**src/rtl/imm_gen_pipe_if.sv**
```systemverilog
// imm_gen_pipe_if: upstream and downstream valid/ready channels of the
// immediate generator.
//   in_valid_i / in_ready_o / instr_i / tag_i     : instruction from fetch
//   out_valid_o / out_ready_i / imm_o / fmt_o /
//   illegal_o / tag_o                             : decoded result to register read
// The master modport is the side that feeds instructions and takes results.
// The slave modport is the generator itself.
interface imm_gen_pipe_if #(
  parameter int XLEN  = 32,
  parameter int TAG_W = 32
);
  logic             in_valid_i;
  logic             in_ready_o;
  logic [31:0]      instr_i;
  logic [TAG_W-1:0] tag_i;
  logic             out_valid_o;
  logic             out_ready_i;
  logic [XLEN-1:0]  imm_o;
  logic [2:0]       fmt_o;
  logic             illegal_o;
  logic [TAG_W-1:0] tag_o;

  modport master (
    output in_valid_i, instr_i, tag_i, out_ready_i,
    input  in_ready_o, out_valid_o, imm_o, fmt_o, illegal_o, tag_o
  );

  modport slave (
    input  in_valid_i, instr_i, tag_i, out_ready_i,
    output in_ready_o, out_valid_o, imm_o, fmt_o, illegal_o, tag_o
  );
endinterface

```
**src/rtl/imm_gen_pipe.sv**
```systemverilog
// imm_gen_pipe: registered RV32I/RV64I immediate generator with the CSR zimm.
// It decodes instr_i combinationally. The result (immediate, format,
// illegal flag and tag) is registered into an output stage that is backed
// by one skid entry, so in_ready_o depends only on a flop.
// Ports:
//   clk            rising-edge clock
//   rst_n          asynchronous active-low reset
//   flush_i        synchronous flush that drops both entries
//   io             imm_gen_pipe_if slave (upstream and downstream handshakes)
//   illegal_cnt_o  saturating count of illegal results delivered downstream
module imm_gen_pipe #(
  parameter int XLEN     = 32,
  parameter int TAG_W    = 32,
  parameter int EN_ZICSR = 1,
  parameter int CNT_W    = 16
) (
  input  logic             clk,
  input  logic             rst_n,
  input  logic             flush_i,
  imm_gen_pipe_if.slave    io,
  output logic [CNT_W-1:0] illegal_cnt_o
);

  localparam logic [6:0] OPC_LOAD     = 7'b0000011;
  localparam logic [6:0] OPC_OP_IMM   = 7'b0010011;
  localparam logic [6:0] OPC_AUIPC    = 7'b0010111;
  localparam logic [6:0] OPC_OP_IMM32 = 7'b0011011;
  localparam logic [6:0] OPC_STORE    = 7'b0100011;
  localparam logic [6:0] OPC_LUI      = 7'b0110111;
  localparam logic [6:0] OPC_BRANCH   = 7'b1100011;
  localparam logic [6:0] OPC_JALR     = 7'b1100111;
  localparam logic [6:0] OPC_JAL      = 7'b1101111;
  localparam logic [6:0] OPC_SYSTEM   = 7'b1110011;

  typedef enum logic [2:0] {
    FMT_NONE  = 3'd0,
    FMT_I     = 3'd1,
    FMT_S     = 3'd2,
    FMT_B     = 3'd3,
    FMT_U     = 3'd4,
    FMT_J     = 3'd5,
    FMT_SHAMT = 3'd6,
    FMT_CSR   = 3'd7
  } fmt_e;

  typedef struct packed {
    logic [XLEN-1:0]  imm;
    fmt_e             fmt;
    logic             ill;
    logic [TAG_W-1:0] tag;
  } entry_t;

  entry_t           dec;
  entry_t           out_q;
  entry_t           skid_q;
  logic             out_valid_q;
  logic             skid_valid_q;
  logic [CNT_W-1:0] cnt_q;
  logic [31:0]      instr;
  logic             accept;
  logic             consume;

  assign instr = io.instr_i;

  // Sign-extended formats fill the word with instr[31] first and then
  // overwrite the low field. This works for either XLEN and needs no
  // zero-width replication.
  always_comb begin
    dec     = '0;
    dec.tag = io.tag_i;
    case (instr[6:0])
      OPC_OP_IMM, OPC_OP_IMM32: begin
        if (instr[6:0] == OPC_OP_IMM32 && XLEN != 64) begin
          dec.ill = 1'b1;
        end else if (instr[13:12] == 2'b01) begin
          dec.fmt = FMT_SHAMT;
          if (XLEN == 64 && instr[6:0] == OPC_OP_IMM) dec.imm[5:0] = instr[25:20];
          else                                        dec.imm[4:0] = instr[24:20];
        end else begin
          dec.fmt       = FMT_I;
          dec.imm       = {XLEN{instr[31]}};
          dec.imm[11:0] = instr[31:20];
        end
      end
      OPC_LOAD, OPC_JALR: begin
        dec.fmt       = FMT_I;
        dec.imm       = {XLEN{instr[31]}};
        dec.imm[11:0] = instr[31:20];
      end
      OPC_STORE: begin
        dec.fmt       = FMT_S;
        dec.imm       = {XLEN{instr[31]}};
        dec.imm[11:0] = {instr[31:25], instr[11:7]};
      end
      OPC_BRANCH: begin
        dec.fmt       = FMT_B;
        dec.imm       = {XLEN{instr[31]}};
        dec.imm[12:0] = {instr[31], instr[7], instr[30:25], instr[11:8], 1'b0};
      end
      OPC_LUI, OPC_AUIPC: begin
        dec.fmt       = FMT_U;
        dec.imm       = {XLEN{instr[31]}};
        dec.imm[31:0] = {instr[31:12], 12'b0};
      end
      OPC_JAL: begin
        dec.fmt       = FMT_J;
        dec.imm       = {XLEN{instr[31]}};
        dec.imm[20:0] = {instr[31], instr[19:12], instr[20], instr[30:21], 1'b0};
      end
      OPC_SYSTEM: begin
        if (EN_ZICSR != 0) begin
          dec.fmt = FMT_CSR;
          if (instr[14]) dec.imm[4:0] = instr[19:15];
        end else begin
          dec.ill = 1'b1;
        end
      end
      default: dec.ill = 1'b1;
    endcase
  end

  assign accept  = io.in_valid_i & ~skid_valid_q;
  assign consume = out_valid_q & io.out_ready_i;

  // The skid entry fills only while the output stage is stalled. Once it is
  // full, in_ready_o is low, so a draining output takes the skid entry and
  // never takes a new instruction in the same cycle.
  always_ff @(posedge clk or negedge rst_n) begin
    if (!rst_n) begin
      out_q        <= '0;
      skid_q       <= '0;
      out_valid_q  <= 1'b0;
      skid_valid_q <= 1'b0;
      cnt_q        <= '0;
    end else begin
      if (consume && out_q.ill && cnt_q != '1) cnt_q <= cnt_q + CNT_W'(1);
      if (flush_i) begin
        out_valid_q  <= 1'b0;
        skid_valid_q <= 1'b0;
      end else if (out_valid_q && !io.out_ready_i) begin
        if (accept) begin
          skid_q       <= dec;
          skid_valid_q <= 1'b1;
        end
      end else if (skid_valid_q) begin
        out_q        <= skid_q;
        out_valid_q  <= 1'b1;
        skid_valid_q <= 1'b0;
      end else if (accept) begin
        out_q       <= dec;
        out_valid_q <= 1'b1;
      end else begin
        out_valid_q <= 1'b0;
      end
    end
  end

  assign io.in_ready_o  = ~skid_valid_q;
  assign io.out_valid_o = out_valid_q;
  assign io.imm_o       = out_q.imm;
  assign io.fmt_o       = out_q.fmt;
  assign io.illegal_o   = out_q.ill;
  assign io.tag_o       = out_q.tag;
  assign illegal_cnt_o  = cnt_q;

endmodule

```
**src/flat_wrapper.sv**
```systemverilog
// flat-port wrapper written by rule: the top's interface ports become plain ports
module imm_gen_pipe_flat 
#(
  parameter int XLEN     = 32,
  parameter int TAG_W    = 32,
  parameter int EN_ZICSR = 1,
  parameter int CNT_W    = 16
)
  (clk, rst_n, flush_i, illegal_cnt_o, io_in_valid_i, io_instr_i, io_tag_i, io_out_ready_i, io_in_ready_o, io_out_valid_o, io_imm_o, io_fmt_o, io_illegal_o, io_tag_o);
  imm_gen_pipe_if #(.XLEN(XLEN), .TAG_W(TAG_W)) io_i ();
  input  logic clk;
  input  logic rst_n;
  input  logic flush_i;
  output logic [CNT_W-1:0] illegal_cnt_o;
  input wire logic [$bits(io_i.in_valid_i)-1:0] io_in_valid_i;
  input wire logic [$bits(io_i.instr_i)-1:0] io_instr_i;
  input wire logic [$bits(io_i.tag_i)-1:0] io_tag_i;
  input wire logic [$bits(io_i.out_ready_i)-1:0] io_out_ready_i;
  output wire logic [$bits(io_i.in_ready_o)-1:0] io_in_ready_o;
  output wire logic [$bits(io_i.out_valid_o)-1:0] io_out_valid_o;
  output wire logic [$bits(io_i.imm_o)-1:0] io_imm_o;
  output wire logic [$bits(io_i.fmt_o)-1:0] io_fmt_o;
  output wire logic [$bits(io_i.illegal_o)-1:0] io_illegal_o;
  output wire logic [$bits(io_i.tag_o)-1:0] io_tag_o;
  assign io_i.in_valid_i = io_in_valid_i;
  assign io_i.instr_i = io_instr_i;
  assign io_i.tag_i = io_tag_i;
  assign io_i.out_ready_i = io_out_ready_i;
  assign io_in_ready_o = io_i.in_ready_o;
  assign io_out_valid_o = io_i.out_valid_o;
  assign io_imm_o = io_i.imm_o;
  assign io_fmt_o = io_i.fmt_o;
  assign io_illegal_o = io_i.illegal_o;
  assign io_tag_o = io_i.tag_o;
  imm_gen_pipe #(.XLEN(XLEN), .TAG_W(TAG_W), .EN_ZICSR(EN_ZICSR), .CNT_W(CNT_W)) u_core (.clk(clk), .rst_n(rst_n), .flush_i(flush_i), .io(io_i), .illegal_cnt_o(illegal_cnt_o));
endmodule
```
**config.mk**
```make
export PLATFORM = sky130hd
export DESIGN_NAME = imm_gen_pipe_flat
export DESIGN_NICKNAME = d
export VERILOG_FILES = /design/src/rtl/imm_gen_pipe_if.sv /design/src/rtl/imm_gen_pipe.sv /design/src/flat_wrapper.sv
export SDC_FILE = /design/constraint.sdc
export NUM_CORES = 1
export LEC_CHECK = 0
export ABC_AREA = 0
export CORE_MARGIN = 2
export CORE_UTILIZATION = 55
export CTS_CLUSTER_DIAMETER = 60
export DETAILED_ROUTE_END_ITERATION = 16
export GPL_TIMING_DRIVEN = 0
export PLACE_DENSITY_LB_ADDON = 0.08
export SETUP_SLACK_MARGIN = 0.15
export SLEW_MARGIN = 20
export SYNTH_ARGS = -nofsm -noshare
export SYNTH_HDL_FRONTEND = slang
export SYNTH_SLANG_ARGS = --single-unit
```
**constraint.sdc**
```tcl
create_clock -name clk -period 2.9 [get_ports clk]
set_input_delay 0.58 -clock clk [delete_from_list [all_inputs] [get_ports clk]]
set_output_delay 0.58 -clock clk [all_outputs]
set_load 0.01 [all_outputs]
```
Yosys cells after proc, flatten, opt, wreduce, memory -nomap -nowiden
Index checks and enable logic that the tools add are counted.
- register bits after elaboration: 154
- input port bits: 69
- output and inout port bits: 86
- logic and storage cells: 60
- add/sub/neg operators: 1
- eq/ne operators: 14
- multiplexer cells: 17
- bitwise gates (word level): 5
- reductions and logical operators: 12
- operators with widths (cell ; count):
    $mux W68 ; 2
    $pmux W27 S5 ; 1
    $pmux W8 S7 ; 1
    $mux W35 ; 1
    $eq A7 B7 Y1 const B ; 4
    $mux W27 ; 1
    $eq A7 B5 Y1 const B ; 3
    $add A16 B1 Y16 const B ; 1
    $ne A16 B16 Y1 const B ; 1
    $eq A7 B6 Y1 const B ; 2
    $mux W1 ; 8
    $reduce_or A8 Y1 ; 1
    $eq A7 B2 Y1 const B ; 1
    $reduce_and A3 Y1 ; 2
    $reduce_or A2 Y1 ; 3
    $mux W5 ; 1
    $logic_and A1 B1 Y1 ; 3
    $mux W3 ; 1
    $ne A3 B2 Y1 const B ; 1
    $not A1 Y1 ; 3
    $reduce_or A3 Y1 ; 1
    $and A1 B1 Y1 ; 2
    $eq A2 B1 Y1 const B ; 1
    $ne A2 B2 Y1 const B ; 1
    other kinds (3) ; 3

Longest topological paths before layout
Gate-level depths: netlist of the first run.
- depth after elaboration: 6
- depth in mapped cells: 7
- depth with buffers taken out: 6

Least setup slack after synthesis of the first run
OpenSTA, ideal clock, no wires.
- path kind: input to register
- start: input port io_instr_i[2]
- end: register u_core.out_q (netlist bit u_core.io.imm_o[10])
- setup time: 0.126 ns
- arrival time: 1.863 ns
- data required time: 2.774 ns
- slack: 0.911 ns
- stages: 6
- buffers on the path: 1
- cells stage by stage: buf_2 -> or4_1 -> nand2_2 -> a2111oi_4 -> nor2_2 -> a221o_1
- longest elaborated chain between the ends: 5
- elaborated cells on any way between the ends: 16
- those cells by class: eq/ne (9); mux (4); reduce/logical (3)
- RTL lines (element ; line ; text):
    from (decl) ; flat_wrapper.sv:16 ; input wire logic [$bits(io_i.instr_i)-1:0] io_instr_i;
    $eq A7 B2 Y1 (tied with other cells) ; imm_gen_pipe.sv:71 ; case (instr[6:0])
    $reduce_or A3 Y1 (no source line) (tied with other cells) ; -- ;
    $pmux W27 S5 (*) ; imm_gen_pipe.sv:71 ;
    $mux W68 (*) ; imm_gen_pipe.sv:149 ; end else if (accept) begin
    $mux W68 (*) ; imm_gen_pipe.sv:145 ; end else if (skid_valid_q) begin
    to (signal assigned) ; imm_gen_pipe.sv:146 ; out_q <= skid_q;
    to (decl) ; imm_gen_pipe.sv:54 ; entry_t out_q;
Mark *: on every way between the ends. The rest lies on a longest branch, timed or not. The select of a mux whose other input is x is not followed.
A chain may end at the register's enable or synchronous reset.

Worst setup path in the final report of the first run
- start: input port io_out_ready_i
- end: register u_core.out_q (netlist bit u_core.io.tag_o[30])
- longest elaborated chain between the ends: 4
- RTL lines (element ; line ; text):
    from (decl) ; flat_wrapper.sv:18 ; input wire logic [$bits(io_i.out_ready_i)-1:0] io_out_ready_i;
    $logic_not A1 Y1 ; imm_gen_pipe.sv:140 ; end else if (out_valid_q && !io.out_ready_i) begin
    $logic_and A1 B1 Y1 ; imm_gen_pipe.sv:140 ;
    $not A1 Y1 (no source line) ; -- ;
    $reduce_and A3 Y1 (no source line) ; -- ;
Every way passes these cells.

==> impl_metrics.py, run 1 <==
metrics = {
    "grt": {
        "grtUsageMet3_pct": 6.85,
        "grt-busiest-layer": "met2",
        "grt_max_degree": 81,
        "grt_usage_pct": 28.7,
        "grtUsageMet1_pct": 38.3,
        "antenna_found_initial": 0,
        "grt_pass1_vias": 6032,
        "grt_use_met2_pct": 45.8,
        "grt.overflow.total": 0,
        "grt_pass1_wl_mm": 29.8,
    },
    "synth": {
        "syn_inst": 724,
        "synth.distinct_cells": 57,
        "synth-simple-area-share_pct": 20.7,
        "yosys_warnings": 0,
        "ys_async_sr_fraction_pct": 100,
        "synth_mux_area_share_pct": 4.78,
        "synth-edff-count": 0,
        "yosysTopAreaCellShare_pct": 55.6,
        "synth_top_family_by_area": "simple AND/OR/NAND/NOR gates",
        "yosysTopAreaCell": "dfrtp_1",
        "ys.flop_type": "dfrtp_1",
        "synthTopCellsByArea": "dfrtp_1, nand2_1, o21ai_0",
        "synth_fa_ha_area_share_pct": 0.180,
        "ys_ff_latch": 154,
        "synth_fp_nets": 794,
        "syn_avg_cell_area_um2": 9.58,
        "yosysSeqAreaShare_pct": 55.6,
        "synth-xor-area-share_pct": 1.89,
        "synth_compound_area_share_pct": 13.9,
        "mappedNetlistArea_um2": 6940,
    },
    "floorplanning": {
        "die_h_um": 116,
        "rows": 41,
        "die-area_um2": 13500,
        "initial_core_util_pct": 55.6,
        "core-area_um2": 12500,
        "io_pins": 155,
        "die_w_um": 116,
    },
    "power_and_ir_drop": {
        "power_density_nw_per_um2": 648,
        "worst_ir_drop_vdd_uv": 356,
        "swShare_pct": 26.9,
        "p_leak_uw": 0.00392,
        "power_frac_clock_pct": 36.8,
        "pwr-share-seq_pct": 45.0,
        "intPower_uw": 4400,
        "power_switching_uw": 1620,
        "p_comb_share_pct": 18.2,
    },
    "detailed_routing": {
        "first_iter_violations": 532,
        "wire_per_inst_um": 17.5,
        "drt-vias-per-instance": 5.70,
        "drc": 0,
        "ant_nets": 0,
        "firstDrtPassIters": 5,
        "postRouteWirelength_mm": 18.9,
        "via_count": 6157,
    },
    "sta": {
        "rsz0062_at_grt": "no",
        "slew_violations": 0,
        "fin_crit_sh_pct": 88.9,
        "final-setup-viol-count": 0,
        "setup_slack_ps": 323,
        "maxSlewHeadroom_pct": 48.8,
        "fin_skew_ps": 6.53,
        "hold_viol": 0,
        "fmax_mhz": 388,
        "tightest_slew_ps": 768,
        "period_needed_ps": 2580,
    },
    "clocking": {
        "cts_sinks": 154,
        "cts_root_buf": "clkbuf_16",
        "cts-htree-levels": 4,
        "insertion_delay_ps": 430,
        "path_clk_slew_ps": 60,
        "post-cts-setup-buffer-count": 0,
        "cts_buffers": 17,
        "cts_tree": "done",
        "clk_path_buf_depth": 2,
        "cts-hold-fix-buffers": 0,
    },
    "critical_path": {
        "worstPathArrival_ps": 2870,
        "r2r_cells": 6,
        "regToRegEndpoint": "u_core.io.imm_o[15]",
        "critPathMaxFanout": 10,
        "crit_type": "input port to register",
        "start_kind": "input port",
        "worstReg2RegStart": "u_core.io.out_valid_o",
        "rrSetupSlack_ps": 510,
        "required_ps": 3190,
        "end_kind": "register",
    },
    "layout": {
        "mostFrequentLayoutCell": "nand2_1",
        "syn2layout_area_growth_pct": 34.0,
        "nFillCells": 946,
        "final_cell_area_um2": 9300,
        "antennaDiodeCount": 0,
        "fin_nets": 966,
        "drive_gt1_share_pct": 6.27,
        "layout_common_cells": "nand2_1, dfrtp_1, clkdlybuf4s50_1",
        "utilization_pct": 74.6,
    },
    "placement": {
        "dp_hpwl_mm": 13.4,
        "dp_slack_ps": -51.9,
        "gp_congestion": 0.912,
        "portBuffers": 152,
        "dpl_cell_area_um2": 8710,
    },
    "job": {
        "drv_cap": 0,
    },
    "hold_path": {
        "min_path_type": "input port to async pin",
    },
    "run_status": {
        "status": "finished, final reports clean",
    },
}
[power by group through the flow]
stage	Clock (uW)	Combinational, uW	Sequential, uW
after global routing	2310	1210	2760
after detailed placement	0	1100	2740
after CTS	2230	1110	2710
after global placement	0	1060	2730
final	2220	1100	2710
after floorplan	0	413	2780
[sequential cells by signal, summed over array words and instances, names as in the netlist]
signal and flops:
u_core.io.fmt_o 3, u_core.io.imm_o 32, u_core.skid_valid_q 1, u_core.skid_q 68
u_core.io.tag_o 32, u_core.illegal_cnt_o 16, u_core.io.illegal_o 1, u_core.io.out_valid_o 1
[worst max-delay path: stages]
cell             delay [ps]
clkdlybuf4s50_1         460
nor2b_1                 300
or3_1                   280
buf_2                   250
clkbuf_1                430
clkbuf_1                400
o21ai_0                 160
[how the worst max path moves through the flow]
| stage | startpoint | cells past startpoint | to | slack, ps |
|---|---|---|---|---|
| finish | io_out_ready_i | 7 | u_core.io.tag_o[30] | 320 |
| global route | io_out_ready_i | 7 | u_core.io.tag_o[26] | 190 |
| CTS | u_core.skid_valid_q | 4 | io_in_ready_o | 170 |
| detailed placement | io_out_ready_i | 7 | u_core.io.tag_o[28] | -50 |
| global placement | rst_n | 1 | u_core.io.imm_o[18] | -4710 |
| floorplan | io_instr_i[2] | 6 | u_core.io.imm_o[10] | 910 |
[metal layers]
layer	vias to the layer above	routed length, um
li1	2860	-
met1	3033	8130
met2	226	9040
met3	38	1290
met4	0	453
met5	-	0
[stage by stage]
stage | instances | setup TNS [ps] | total power, uW | hold WS, ps
6_report | 1081 | 0 | 6030 | 111
5_1_grt | 1081 | 0 | 6280 | 166
4_1_cts | 1081 | 0 | 6050 | 132
3_5_place_dp | 1049 | -419 | 3840 | 462
3_3_place_gp | 1048 | -723860 | 3790 | 456
2_1_floorplan | 724 | 0 | 3190 | 284
[timing repair]
| action | 4_1_cts | 5_1_grt |
|---|---|---|
| setup endpoints to repair | 1 | 1 |
| cloned | 0 | 0 |
| resized for setup | 1 | 2 |
[logic make-up (layout without fill, tap and decap cells)]
logic type | after synthesis | in the layout
AOI/OAI and AO/OA | 159 | 159
muxes | 33 | 33
and+or+nand+nor | 315 | 315
buffers and inverters | 47 | 232
DFF | 154 | 154
xor gates and xnor gates | 15 | 15
adders and majority gates | 1 | 1
[Yosys cell counts (all sizes together) (2+ instances only)]
cell type / count
nand2b: 6
nand2: 183
nor2b: 3
o32ai: 2
nor2: 50
nor3b: 4
a31oi: 16
o21ai: 77
nand4: 5
mux2i: 32
a222oi: 4
inv: 3
dfrtp: 154
a221o: 6
buf: 11
or3: 27
a21oi: 39
a2111oi: 4
nand4b: 3
xnor2: 10
clkbuf: 33
and3: 10
xor2: 5
nand3: 11
nor3: 6
[area by class of cell]
class,count,area [um2],share of cell area [%]
well taps,172,215,2.31
clock buffers,21,470,5.06
clock inverters,11,119,1.28
plain buffers,44,196,2.11
inverters,3,11.3,0.121
flip-flops and latches,154,3850,41.4
multi-input cells,523,2880,31.0
repair buffers,153,1550,16.7
Power figures use the tool's default switching activity.
==> run 2: changes to the inputs <==
- CORE_MARGIN: 2 -> not set
==> run 2 against run 1 <==
  * Via count grew 0.68%
  * Core utilization increased by 1.6 points
  * Flip-flop and latch count unchanged
  * Design area is 0.30% lower
  * Sequential power is essentially flat
  * Global-route usage increased by 2.2 points
  * Routed wire length increased by 1.4%
  * Hold slack worse by 41 ps
  * Non-clock buffer count is the same
  * Die area shrank 3.4%
  * Largest power group unchanged
==> impl_metrics.py, run 2 (same netlist as run 1, synthesis figures left out) <==
metrics = {
    "run_status": {
        "status": "finished, final reports clean",
    },
    "layout": {
        "fin_nets": 966,
        "layout_common_cells": "nand2_1, dfrtp_1, clkdlybuf4s50_1",
        "mostFrequentLayoutCell": "nand2_1",
        "nFillCells": 868,
        "utilization_pct": 76.2,
        "syn2layout_area_growth_pct": 33.6,
        "antennaDiodeCount": 0,
        "largest_reg_flops": 68,
        "drive_gt1_share_pct": 6.06,
        "top_register": "u_core.skid_q",
    },
    "critical_path": {
        "crit_buf_inv": 4,
        "required_ps": 3180,
        "cp_slowest_cell": "clkdlybuf4s50_1",
        "r2r_cells": 7,
        "crit_type": "input port to register",
        "critPathMaxFanout": 10,
        "cpMostUsedCell": "clkbuf_1",
        "crit_family": "buffers and inverters",
        "critPathMaxStageDelay_ps": 470,
        "end_kind": "register",
        "worstPathArrival_ps": 2910,
        "rrSetupSlack_ps": 470,
        "worstReg2RegStart": "u_core.skid_valid_q",
        "start_kind": "input port",
        "regToRegEndpoint": "u_core.skid_q[64]",
        "crit_path_cell_trace": "clkdlybuf4s50_1, nor2b_1, or3_1, buf_2, clkbuf_1, clkbuf_1, o21ai_0",
        "worst-path-stages": 7,
    },
    "hold_path": {
        "min_path_type": "input port to async pin",
    },
    "grt": {
        "grt_pass1_vias": 6138,
        "grt_usage_pct": 30.9,
        "grt_max_degree": 95,
        "grt_pass1_wl_mm": 30.8,
        "grt.overflow.total": 0,
        "antenna_found_initial": 0,
    },
    "floorplanning": {
        "die_w_um": 114,
        "initial_core_util_pct": 57.0,
        "die_h_um": 114,
        "core-area_um2": 12200,
        "die-area_um2": 13100,
        "rows": 40,
        "io_pins": 155,
    },
    "sta": {
        "fin_crit_sh_pct": 90.6,
        "fmax_mhz": 380,
        "rsz0062_at_grt": "no",
        "maxSlewHeadroom_pct": 49.3,
        "period_needed_ps": 2630,
        "fin_skew_ps": 7.37,
        "hold_viol": 0,
        "final-setup-viol-count": 0,
        "setup_slack_ps": 272,
        "whs_ps": 69.9,
        "tightest_slew_ps": 761,
        "slew_violations": 0,
    },
    "detailed_routing": {
        "first_iter_violations": 609,
        "drc": 0,
        "wire_per_inst_um": 17.8,
        "postRouteWirelength_mm": 19.2,
        "ant_nets": 0,
        "firstDrtPassIters": 7,
        "via_count": 6199,
        "drt-vias-per-instance": 5.76,
    },
    "clocking": {
        "cts_sinks": 154,
        "path_clk_slew_ps": 60,
        "clk_path_buf_depth": 2,
        "cts-hold-fix-buffers": 0,
        "cts_buffers": 17,
        "cts_tree": "done",
        "cts_root_buf": "clkbuf_16",
        "cts-htree-levels": 4,
        "post-cts-setup-buffer-count": 0,
        "cts_resized": 1,
        "insertion_delay_ps": 430,
    },
    "job": {
        "drv_cap": 0,
    },
    "power_and_ir_drop": {
        "power_density_nw_per_um2": 642,
        "p_leak_uw": 0.00391,
        "finalPower_uw": 5950,
        "worst_ir_drop_vdd_uv": 451,
    },
    "placement": {
        "portBuffers": 152,
        "gp_congestion": 0.931,
        "dp_hpwl_mm": 13.6,
        "dp_slack_ps": -50.7,
    },
}
==> run 2: power by group <==
group,internal (uW),switching [uW],total [uW]
Combinational,572,537,1110
Clock,1280,838,2120
Sequential,2500,220,2720
Total,4360,1600,5950
==> run 2: worst max-delay path by stage <==
stage	from	to	slack, ps
final	io_out_ready_i	u_core.io.tag_o[29]	270
after global routing	io_in_valid_i	u_core.io.tag_o[27]	170
after CTS	u_core.skid_valid_q	io_in_ready_o	170
after detailed placement	io_in_valid_i	u_core.io.tag_o[29]	-50
after global placement	rst_n	u_core.skid_q[54]	-4670
after floorplan	io_instr_i[2]	u_core.io.imm_o[10]	910
==> run 2: cell type report <==
class	instances	area, um2	area share [%]
repair buffers	153	1550	16.8
clock buffers	24	502	5.41
inverters	3	11.3	0.121
flip-flops and latches	154	3850	41.6
well taps	168	210	2.27
plain buffers	44	196	2.12
clock inverters	7	65.1	0.702
multi-input cells	523	2880	31.0
==> run 2: layer usage <==
metal / GRT usage (%) / routed length (um) / vias up
met1: 41.6 / 8260 / 3067
met5: 0 / 0 / -
li1: - / - / 2855
met2: 50.5 / 9370 / 246
met3: 6.03 / 1170 / 31
met4: 10.4 / 364 / 0
==> run 2: through the flow <==
step	area [um2]	cells	TNS (ps)
floorplan	6940	724	0
global placement	8670	1044	-717830
detailed placement	8700	1045	-176
CTS	9270	1076	0
global route	9270	1076	0
finish	9270	1076	0
==> run 3: changes to the inputs <==
- CTS_CLUSTER_DIAMETER: 60 -> not set
- MAX_ROUTING_LAYER: not set -> met4
- PLACE_DENSITY: not set -> 0.95
- PLACE_DENSITY_LB_ADDON: 0.08 -> not set
==> run 3 against run 2 <==
  * Register-to-register slack improved by 70 ps
  * Via count increased by 4.0%
  * Clock skew about the same
  * Clock-buffer cell count decreased by 5
  * Worst setup slack improved by 16 ps
==> impl_metrics.py, run 3 (same netlist as run 1, synthesis figures left out) <==
metrics = {
    "grt": {
        "grt_usage_pct": 33.1,
        "grt_max_degree": 86,
        "grtUsageMet3_pct": 7.94,
        "grt_use_met2_pct": 52.7,
        "antenna_found_initial": 0,
        "grt_pass1_vias": 6391,
        "grtUsageMet1_pct": 39.7,
        "grt-busiest-layer": "met2",
        "grt.overflow.total": 0,
        "grt_pass1_wl_mm": 31.8,
    },
    "critical_path": {
        "rrSetupSlack_ps": 540,
        "start_kind": "input port",
        "end_kind": "register",
        "r2r_cells": 7,
        "crit_path_start": "io_instr_i[5]",
        "regToRegEndpoint": "u_core.skid_q[57]",
        "required_ps": 3210,
        "worstPathArrival_ps": 2920,
        "critPathMaxFanout": 10,
        "worstReg2RegStart": "u_core.skid_valid_q",
        "crit_type": "input port to register",
    },
    "placement": {
        "portBuffers": 152,
        "gp_congestion": 0.959,
        "dp_hpwl_mm": 13.4,
        "dp_slack_ps": -5.20,
        "place_inst": 1045,
    },
    "power_and_ir_drop": {
        "p_leak_uw": 0.00391,
        "power_frac_clock_pct": 36.6,
        "pwr-share-seq_pct": 44.9,
        "power_density_nw_per_um2": 655,
        "p_comb_share_pct": 18.5,
        "power_switching_uw": 1650,
        "swShare_pct": 27.1,
        "intPower_uw": 4440,
        "worst_ir_drop_vdd_uv": 479,
    },
    "layout": {
        "nFillCells": 784,
        "layout_common_cells": "nand2_1, dfrtp_1, clkdlybuf4s50_1",
        "fin_cells": 1075,
        "largest_reg_flops": 68,
        "antennaDiodeCount": 0,
        "syn2layout_area_growth_pct": 34.0,
        "multi_input_area_um2": 2880,
        "fin_nets": 966,
        "drive_gt1_share_pct": 6.17,
        "register_area_um2": 3850,
        "top_register": "u_core.skid_q",
        "mostFrequentLayoutCell": "nand2_1",
    },
    "sta": {
        "period_needed_ps": 2610,
        "slew_violations": 0,
        "fin_crit_sh_pct": 90.1,
        "setup_slack_ps": 287,
        "fmax_mhz": 383,
        "rsz0062_at_grt": "no",
        "fin_skew_ps": 7.54,
        "maxSlewHeadroom_pct": 47.1,
        "hold_viol": 0,
        "tightest_slew_ps": 794,
        "final-setup-viol-count": 0,
    },
    "detailed_routing": {
        "firstDrtPassIters": 6,
        "ant_nets": 0,
        "drt-vias-per-instance": 5.99,
        "drc": 0,
        "postRouteWirelength_mm": 19.9,
        "first_iter_violations": 755,
        "wire_per_inst_um": 18.5,
        "via_count": 6444,
    },
    "clocking": {
        "cts_buffers": 17,
        "cts-htree-levels": 4,
        "path_clk_slew_ps": 60,
        "post-cts-setup-buffer-count": 0,
        "clk_path_buf_depth": 2,
        "cts_root_buf": "clkbuf_16",
        "cts-hold-fix-buffers": 0,
        "cts_tree": "done",
        "insertion_delay_ps": 430,
        "cts_sinks": 154,
    },
    "floorplanning": {
        "rows": 40,
        "die-area_um2": 13100,
        "core-area_um2": 12200,
        "die_h_um": 114,
        "die_w_um": 114,
        "initial_core_util_pct": 57.0,
        "io_pins": 155,
    },
    "job": {
        "drv_cap": 0,
    },
    "hold_path": {
        "min_path_type": "input port to async pin",
    },
    "run_status": {
        "status": "finished, final reports clean",
    },
}
## run 3: changes by cell type in the layout (fill, tap and decap cells not counted)
cell	delta
clkbuf_8	-4
clkinv_4	+1
clkbuf_2	+1
clkinvlp_4	+2
clkinv_2	-2
inv_6	+1
bufinv_16	+2
clkbuf_1	-2
## run 3: routing by layer
metal  vias up  part of all wire, %
met3        92                  8.7
li1       2853                    -
met1      3106                   38
met5         -                    0
met4         0                  4.1
met2       393                   49
## run 3: area by class of cell
cell class                      count  area share, %
Timing Repair Buffer              153           16.7
Inverter                            3          0.121
Tap cell                          168           2.26
Sequential cell                   154           41.5
Clock inverter                     11           1.59
Multi-Input combinational cell    523           31.0
Clock buffer                       19           4.77
Buffer                             44           2.13
## run 3: worst max-delay path, stage by stage
cell             delay [ps]
clkdlybuf4s50_1         660
nand2b_1                210
nor4_4                  570
a2111oi_4               190
nand2b_1                250
buf_6                   180
a31oi_1                 270
## run 3: worst max path at each step
stage	cells after the start	slack (ps)	endpoint
final	7	290	u_core.skid_q[57]
after global routing	7	170	u_core.skid_q[57]
after CTS	4	180	io_in_ready_o
after detailed placement	7	-5	u_core.io.tag_o[30]
after global placement	1	-4720	u_core.io.imm_o[16]
after floorplan	6	910	u_core.io.imm_o[10]
## run 3: repair_timing
| action | CTS | global route |
|---|---|---|
| endpoints found under the setup margin | 1 | 2 |
| cloned | 0 | 0 |
| pin swaps | 0 | 0 |
| gates resized for setup | 1 | 4 |
## run 3: power groups by stage
stage,clock network (uW),registers (uW),logic [uW]
global route,2320,2760,1220
finish,2230,2730,1130
CTS,2240,2720,1130
global placement,0,2730,1050
detailed placement,0,2750,1100
floorplan,0,2780,413
## run 3: per-stage QoR
stage               area, um2  TNS, ps  utilization [%]  total power (uW)  hold WS (ps)
floorplan                6940        0                -              3190           284
global placement         8670  -724540             71.3              3790           453
detailed placement       8700    -9.42             71.5              3850           463
CTS                      9290        0             76.4              6090           126
global route             9300        0             76.4              6310           144
finish                   9300        0             76.4              6090          97.1
